[src/rtl/motor_pkg.sv]
// Shared register map, widths and sequencer state encoding for the motor controller
// master/slave pair, plus the ramp decision rule used after every accepted command or write.
package motor_pkg;

    localparam logic REG_DIR    = 1'b0;
    localparam logic REG_DUTY   = 1'b1;
    localparam int   DIR_W      = 12;
    localparam int   DUTY_W     = 5;
    localparam int   NUM_MOTORS = 6;

    typedef enum logic [2:0] {
        ST_INIT_DIR,
        ST_INIT_DUTY,
        ST_IDLE,
        ST_WAIT,
        ST_WR_DUTY,
        ST_WR_DIR
    } state_t;

    // A pending direction change on a running motor set forces the ramp target to zero.
    function automatic logic [DUTY_W-1:0] step_goal(input logic pending,
                                                    input logic [DUTY_W-1:0] cur,
                                                    input logic [DUTY_W-1:0] tgt);
        logic [DUTY_W-1:0] goal;
        goal = (pending && cur != '0) ? '0 : tgt;
        return goal;
    endfunction

    function automatic state_t decide(input logic pending,
                                      input logic [DUTY_W-1:0] cur,
                                      input logic [DUTY_W-1:0] tgt);
        state_t nxt;
        if (pending && cur == '0)
            nxt = ST_WR_DIR;
        else if (cur != step_goal(pending, cur, tgt))
            nxt = ST_WAIT;
        else
            nxt = ST_IDLE;
        return nxt;
    endfunction

endpackage

[src/rtl/ramp_step_timer.sv]
// Inter-step delay counter: load sets STEP_CYCLES-1, dec counts down to zero and holds.
// done_o is high whenever the count is zero.
module ramp_step_timer #(
    parameter  int STEP_CYCLES = 50000,
    localparam int STEP_W      = $clog2(STEP_CYCLES + 1)
) (
    input  logic clk,
    input  logic reset,
    input  logic load_i,
    input  logic dec_i,
    output logic done_o
);

    logic [STEP_W-1:0] cnt_q;

    always_ff @(posedge clk) begin
        if (reset)
            cnt_q <= '0;
        else if (load_i)
            cnt_q <= STEP_W'(STEP_CYCLES - 1);
        else if (dec_i && cnt_q != '0)
            cnt_q <= cnt_q - 1'b1;
    end

    assign done_o = (cnt_q == '0);

endmodule

[src/rtl/motor_ramp_master.sv]
// Avalon-MM master that initialises the motor slave and ramps its duty one step per STEP_CYCLES,
// dropping to zero duty before any direction change on a running motor set.
module motor_ramp_master
    import motor_pkg::*;
#(
    parameter  int STEP_CYCLES = 50000,
    localparam int STEP_W      = $clog2(STEP_CYCLES + 1)
) (
    input  logic              clk,
    input  logic              reset,
    input  logic              cmd_valid,
    output logic              cmd_ready,
    input  logic [DIR_W-1:0]  cmd_dir_en,
    input  logic [DUTY_W-1:0] cmd_duty,
    output logic              avm_address,
    output logic              avm_write,
    output logic [31:0]       avm_writedata,
    input  logic              avm_waitrequest,
    output logic              busy,
    output logic [DUTY_W-1:0] cur_duty
);

    state_t            state_q, state_d;
    logic [DIR_W-1:0]  cur_dir_q, cur_dir_d, tgt_dir_q, tgt_dir_d;
    logic [DUTY_W-1:0] cur_duty_q, cur_duty_d, tgt_duty_q, tgt_duty_d;
    logic [DUTY_W-1:0] goal, nxt;
    logic              dir_pending, timer_load, timer_dec, timer_done;
    logic              wr, addr;
    logic [31:0]       wdata;

    ramp_step_timer #(.STEP_CYCLES(STEP_CYCLES)) u_timer (
        .clk    (clk),
        .reset  (reset),
        .load_i (timer_load),
        .dec_i  (timer_dec),
        .done_o (timer_done)
    );

    always_ff @(posedge clk) begin
        if (reset) begin
            state_q    <= ST_INIT_DIR;
            cur_dir_q  <= '0;
            cur_duty_q <= '0;
            tgt_dir_q  <= '0;
            tgt_duty_q <= '0;
        end else begin
            state_q    <= state_d;
            cur_dir_q  <= cur_dir_d;
            cur_duty_q <= cur_duty_d;
            tgt_dir_q  <= tgt_dir_d;
            tgt_duty_q <= tgt_duty_d;
        end
    end

    assign dir_pending = (tgt_dir_q != cur_dir_q);
    assign goal        = step_goal(dir_pending, cur_duty_q, tgt_duty_q);
    assign nxt         = (goal > cur_duty_q) ? cur_duty_q + 1'b1 : cur_duty_q - 1'b1;

    always_comb begin
        state_d    = state_q;
        cur_dir_d  = cur_dir_q;
        cur_duty_d = cur_duty_q;
        tgt_dir_d  = tgt_dir_q;
        tgt_duty_d = tgt_duty_q;
        timer_dec  = 1'b0;
        wr         = 1'b0;
        addr       = REG_DIR;
        wdata      = '0;
        unique case (state_q)
            ST_INIT_DIR: begin
                wr = 1'b1;
                if (!avm_waitrequest) state_d = ST_INIT_DUTY;
            end
            ST_INIT_DUTY: begin
                wr   = 1'b1;
                addr = REG_DUTY;
                if (!avm_waitrequest) state_d = ST_IDLE;
            end
            ST_IDLE: begin
                if (cmd_valid) begin
                    tgt_dir_d  = cmd_dir_en;
                    tgt_duty_d = cmd_duty;
                    state_d    = decide(cmd_dir_en != cur_dir_q, cur_duty_q, cmd_duty);
                end
            end
            ST_WAIT: begin
                timer_dec = 1'b1;
                if (timer_done) state_d = ST_WR_DUTY;
            end
            ST_WR_DUTY: begin
                wr    = 1'b1;
                addr  = REG_DUTY;
                wdata = {27'b0, nxt};
                if (!avm_waitrequest) begin
                    cur_duty_d = nxt;
                    state_d    = decide(dir_pending, nxt, tgt_duty_q);
                end
            end
            ST_WR_DIR: begin
                wr    = 1'b1;
                wdata = {20'b0, tgt_dir_q};
                if (!avm_waitrequest) begin
                    cur_dir_d = tgt_dir_q;
                    state_d   = decide(1'b0, cur_duty_q, tgt_duty_q);
                end
            end
            default: state_d = ST_INIT_DIR;
        endcase
    end

    // Reload only on entry so the count runs down undisturbed while waiting.
    assign timer_load = (state_d == ST_WAIT) && (state_q != ST_WAIT);

    // Reset silences the bus immediately, even mid-stall, since the interconnect shares it.
    assign avm_write     = wr && !reset;
    assign avm_address   = addr && !reset;
    assign avm_writedata = reset ? 32'h0 : wdata;
    assign cmd_ready     = (state_q == ST_IDLE) && !reset;
    assign busy          = (state_q != ST_IDLE) || reset;
    assign cur_duty      = cur_duty_q;

endmodule

[config.mk]
export PLATFORM = sky130hd
export DESIGN_NAME = motor_ramp_master
export DESIGN_NICKNAME = d
export VERILOG_FILES = /design/src/rtl/motor_pkg.sv /design/src/rtl/ramp_step_timer.sv /design/src/rtl/motor_ramp_master.sv
export SDC_FILE = /design/constraint.sdc
export NUM_CORES = 1
export LEC_CHECK = 0
export BUFFER_PORTS_ARGS = -buffer_cell sky130_fd_sc_hd__buf_2
export CORE_MARGIN = 2
export CORE_UTILIZATION = 40
export CTS_CLUSTER_DIAMETER = 50
export DETAILED_ROUTE_END_ITERATION = 10
export GPL_TIMING_DRIVEN = 0
export PLACE_DENSITY_LB_ADDON = 0.2
export SLEW_MARGIN = 20
export SYNTH_ARGS = -nofsm -noshare
export SYNTH_HDL_FRONTEND = slang
export SYNTH_SLANG_ARGS = --single-unit
[constraint.sdc]
create_clock -name clk -period 7.01 [get_ports clk]
set_input_delay 0.3505 -clock clk [delete_from_list [all_inputs] [get_ports clk]]
set_output_delay 0.3505 -clock clk [all_outputs]
set_load 0.05 [all_outputs]
==> Implementation_results.wiki <==
{| class="wikitable"
! Metric !! Value
|-
| Run status || finished, final reports clean
|-
| CP Launch Type || flip-flop
|-
| Actual transition at the worst max-transition pin || around 690 ps
|-
| Number of placed I/O pins || 62
|-
| Worst hold-check slack || 291 ps
|-
| Area of the placeable core || a little over 0.008 mm^2
|-
| Clock latency reported for the late side of the worst-skew pair || 310 ps
|-
| Count of clock tree sinks || 53
|-
| LEAKAGE || 1.61 nW
|-
| Mapped Avg Cell Area || 7.66 um^2
|-
| Share of total power consumed by net switching || 0.375
|-
| Largest net degree at the start of global routing || 16
|-
| CTS tree || built
|-
| Starting density of the core || 0.415
|-
| Layout overhead on the synthesized area || 14.2%
|-
| GRT Total Usage || 0.201
|-
| Minimum clock period || 5040 ps
|-
| Final-report hold violation count || 0
|-
| Dominant synthesized flop cell || dfxtp_1
|-
| Fraction of layout instances using a drive strength above 1 || 0.164
|-
| Cts-stage hold buffer count || 0
|-
| Top cells by area in the synthesized netlist || dfxtp_1 (31%), nand2_1 (8.4%), xnor2_1 (8.0%)
|-
| Maximum operating frequency || about 200 MHz
|-
| Data arrival time of the critical path || 5270 ps
|-
| Final setup fails || 0
|-
| Total wirelength of the detailed-routed design || around 9000 um
|-
| Detailed-route wire length per cell || approximately 15 um
|-
| Number of optimization iterations in the first detailed-route pass || 4
|-
| Maximum root-to-sink buffer count || 2
|-
| FP Rows || 33
|-
| Via count of the first global-routing pass || 2879
|-
| Net switching power || approximately 0.00029 W
|-
| Power per cell area || 198 mW/mm^2
|-
| CP Class || reg -> reg
|-
| Commonest non-fill, non-tap cell in the layout || nand2_1
|-
| Number of instances resized during post-cts repair || 0
|-
| Wire length of the first global-routing pass || 14400 um
|-
| Part of the total power dissipated in sequential elements || 0.430
|-
| Final Skew || 15.1 ps
|-
| Internal Dissipation || 0.000482 W
|-
| Post-place instance area || 0.00381 mm^2
|-
| Max-slew violation count || 0
|-
| CTS H-tree lvls || 2
|-
| Power after layout || 0.000771 W
|-
| DRC errors left || 0
|-
| Commonest non-fill, non-tap cells in the layout || nand2_1 (76), a21oi_1 (54), dfxtp_1 (53)
|-
| Share of the cycle needed by the critical path after routing || 0.719
|-
| Count of synthesis-stage warnings from yosys || 0
|-
| Clock root buffer || clkbuf_8
|-
| Die Outline Area || 0.00927 mm^2
|-
| DP HPWL || about 7000 um
|-
| Number of inserted diodes || 0
|-
| Number of port buffers || 40
|-
| Number of antenna violations at the first check in global routing || 0
|-
| Post-synth EDFFs || 0
|-
| Setup repair bufs after CTS || 0
|-
| DRC violation total after the first TritonRoute iteration || 156
|-
| Aggregate negative setup slack || 0 ps
|-
| Yosys reg bits || 53
|-
| Number of cells produced by synthesis || 445
|-
| Finished Cell Area || 0.00389 mm^2
|-
| Die extent in x || slightly below 100 um
|-
| Number of distinct library cell variants in the gate-level netlist after synthesis || 55
|-
| Total of max-cap violations || 0
|-
| DRT antenna net count || 0
|-
| Max Fanout on Critical Path || 9
|-
| Peak VDD IR || 119 uV
|-
| RSZ-0062 raised after global routing || no
|-
| Count of nets after finishing || 543
|-
| Worst slew margin relative to its limit || 0.538
|-
| Share of flip-flops with an asynchronous set or reset || 0
|-
| Die Y-Extent || 96.3 um
|-
| Congestion Overflow GR || 0
|-
| Cell area after technology mapping || ~0.0034 mm^2
|-
| Finished Core Util || 0.474
|-
| Total clock buffers created by CTS || 5
|-
| Proportion of synthesized chip area in sequential cells || 0.311
|-
| CTS clock-pin slew for the worst setup and hold paths || 100 ps
|-
| HP Class || in -> reg
|-
| Kind of end point of the critical path || flip-flop
|-
| Per-cell via count in the routed design || 5.16
|-
| Final weighted congestion of routability-driven global placement || 0.887
|-
| Share of power burned in combinational logic || 0.347
|-
| Data required time at the worst endpoint || 7250 ps
|-
| Vias || 3179
|-
| Fraction of post-synthesis cell area in the top cell type by area || 0.311
|-
| Leading area contributor after synthesis || dfxtp_1
|-
| Clock power frac || 0.222
|}
-- critical path, cell delays in order (launching register included) --
cell and delay (ps):
dfxtp_1 410, xnor2_1 150, nand4_1 230, nor3_2 490
nor2_1 170, nor2b_1 180, ha_1 170, nand4_1 110
or2_2 280, nand2_1 140, inv_1 100, fa_1 440
nor2b_1 120, o21ai_0 100, and3_1 220, nor3_2 330
nor3_1 130, o32ai_1 650, o211ai_2 330, a21oi_1 210
-- power groups by stage --
stage          registers [W]  logic [W]  clock network [W]
4_1_cts             0.000331   0.000267           0.000175
3_5_place_dp        0.000338   0.000266                  0
5_1_grt             0.000334   0.000295           0.000185
3_3_place_gp        0.000338   0.000261                  0
6_report            0.000332   0.000268           0.000171
2_1_floorplan       0.000338   0.000208                  0
-- logic make-up (layout without fill, tap and decap cells) --
| kind of cell | Yosys count | in the layout | share of synthesized area |
|---|---|---|---|
| AND/OR/NAND/NOR | 184 | 184 | 0.264 |
| adder cells (fa/ha/maj) | 11 | 11 | 0.0426 |
| other | 1 | 20 | 0.00110 |
| XOR/XNOR | 51 | 51 | 0.131 |
| AO/OA/AOI/OAI | 87 | 87 | 0.160 |
| flip-flops | 53 | 53 | 0.311 |
| multiplexers | 2 | 2 | 0.00588 |
| buffers and inverters | 56 | 103 | 0.0837 |
-- synthesized netlist by cell type, types with 4 or more instances --
cell type  instances
ha_1              10
a21oi_1           54
xnor2_1           31
or2_2              4
nor4_1             8
dfxtp_1           53
inv_1             18
buf_4             20
nor2b_1            5
clkbuf_1          17
and3_1            13
nand4_1            6
o21ai_0            7
nand2_1           76
nor3_1            17
xor2_1            20
nor2_1            31
-- final timing paths --
path,startpoint,to,slack (ps),depth (start not counted)
worst min-delay path,cmd_dir_en[6],tgt_dir_q[6],290,3
worst max register to register,tgt_dir_q[1],u_timer.cnt_q[14],1970,19
worst max-delay path,tgt_dir_q[1],u_timer.cnt_q[14],1970,19
worst min register to register,tgt_dir_q[9],cur_dir_q[9],500,2
-- registers in the layout, summed over array words and instances, names as in the netlist --
signal         flops
u_timer.cnt_q     16
state_q            3
tgt_duty_q         5
cur_dir_q         12
tgt_dir_q         12
cur_duty           5
-- metrics by stage --
stage,cells,setup WS [ps]
after global placement,609,2080
final,616,1970
after CTS,616,1980
after global routing,616,1490
after floorplan,464,2560
after detailed placement,609,1980
-- metal layers --
metal	routed length (um)	part of all wire	global-route usage	vias to the layer above
met3	539	0.060	0.0329	6
met5	0	0	0	-
met1	4280	0.48	0.284	1474
li1	-	-	-	1621
met4	81	0.0090	0.0458	0
met2	4070	0.45	0.319	78
-- area by class of cell --
class                   instances  area (um^2)
plain buffers                  38          218
multi-input cells             355         2130
repair buffers                 40          200
clock buffers                   6         72.6
well taps                     105          131
flip-flops and latches         53         1060
inverters                      18         67.6
clock inverters                 1         8.76
fillers                       883         4330
Power figures use the tool's default switching activity.
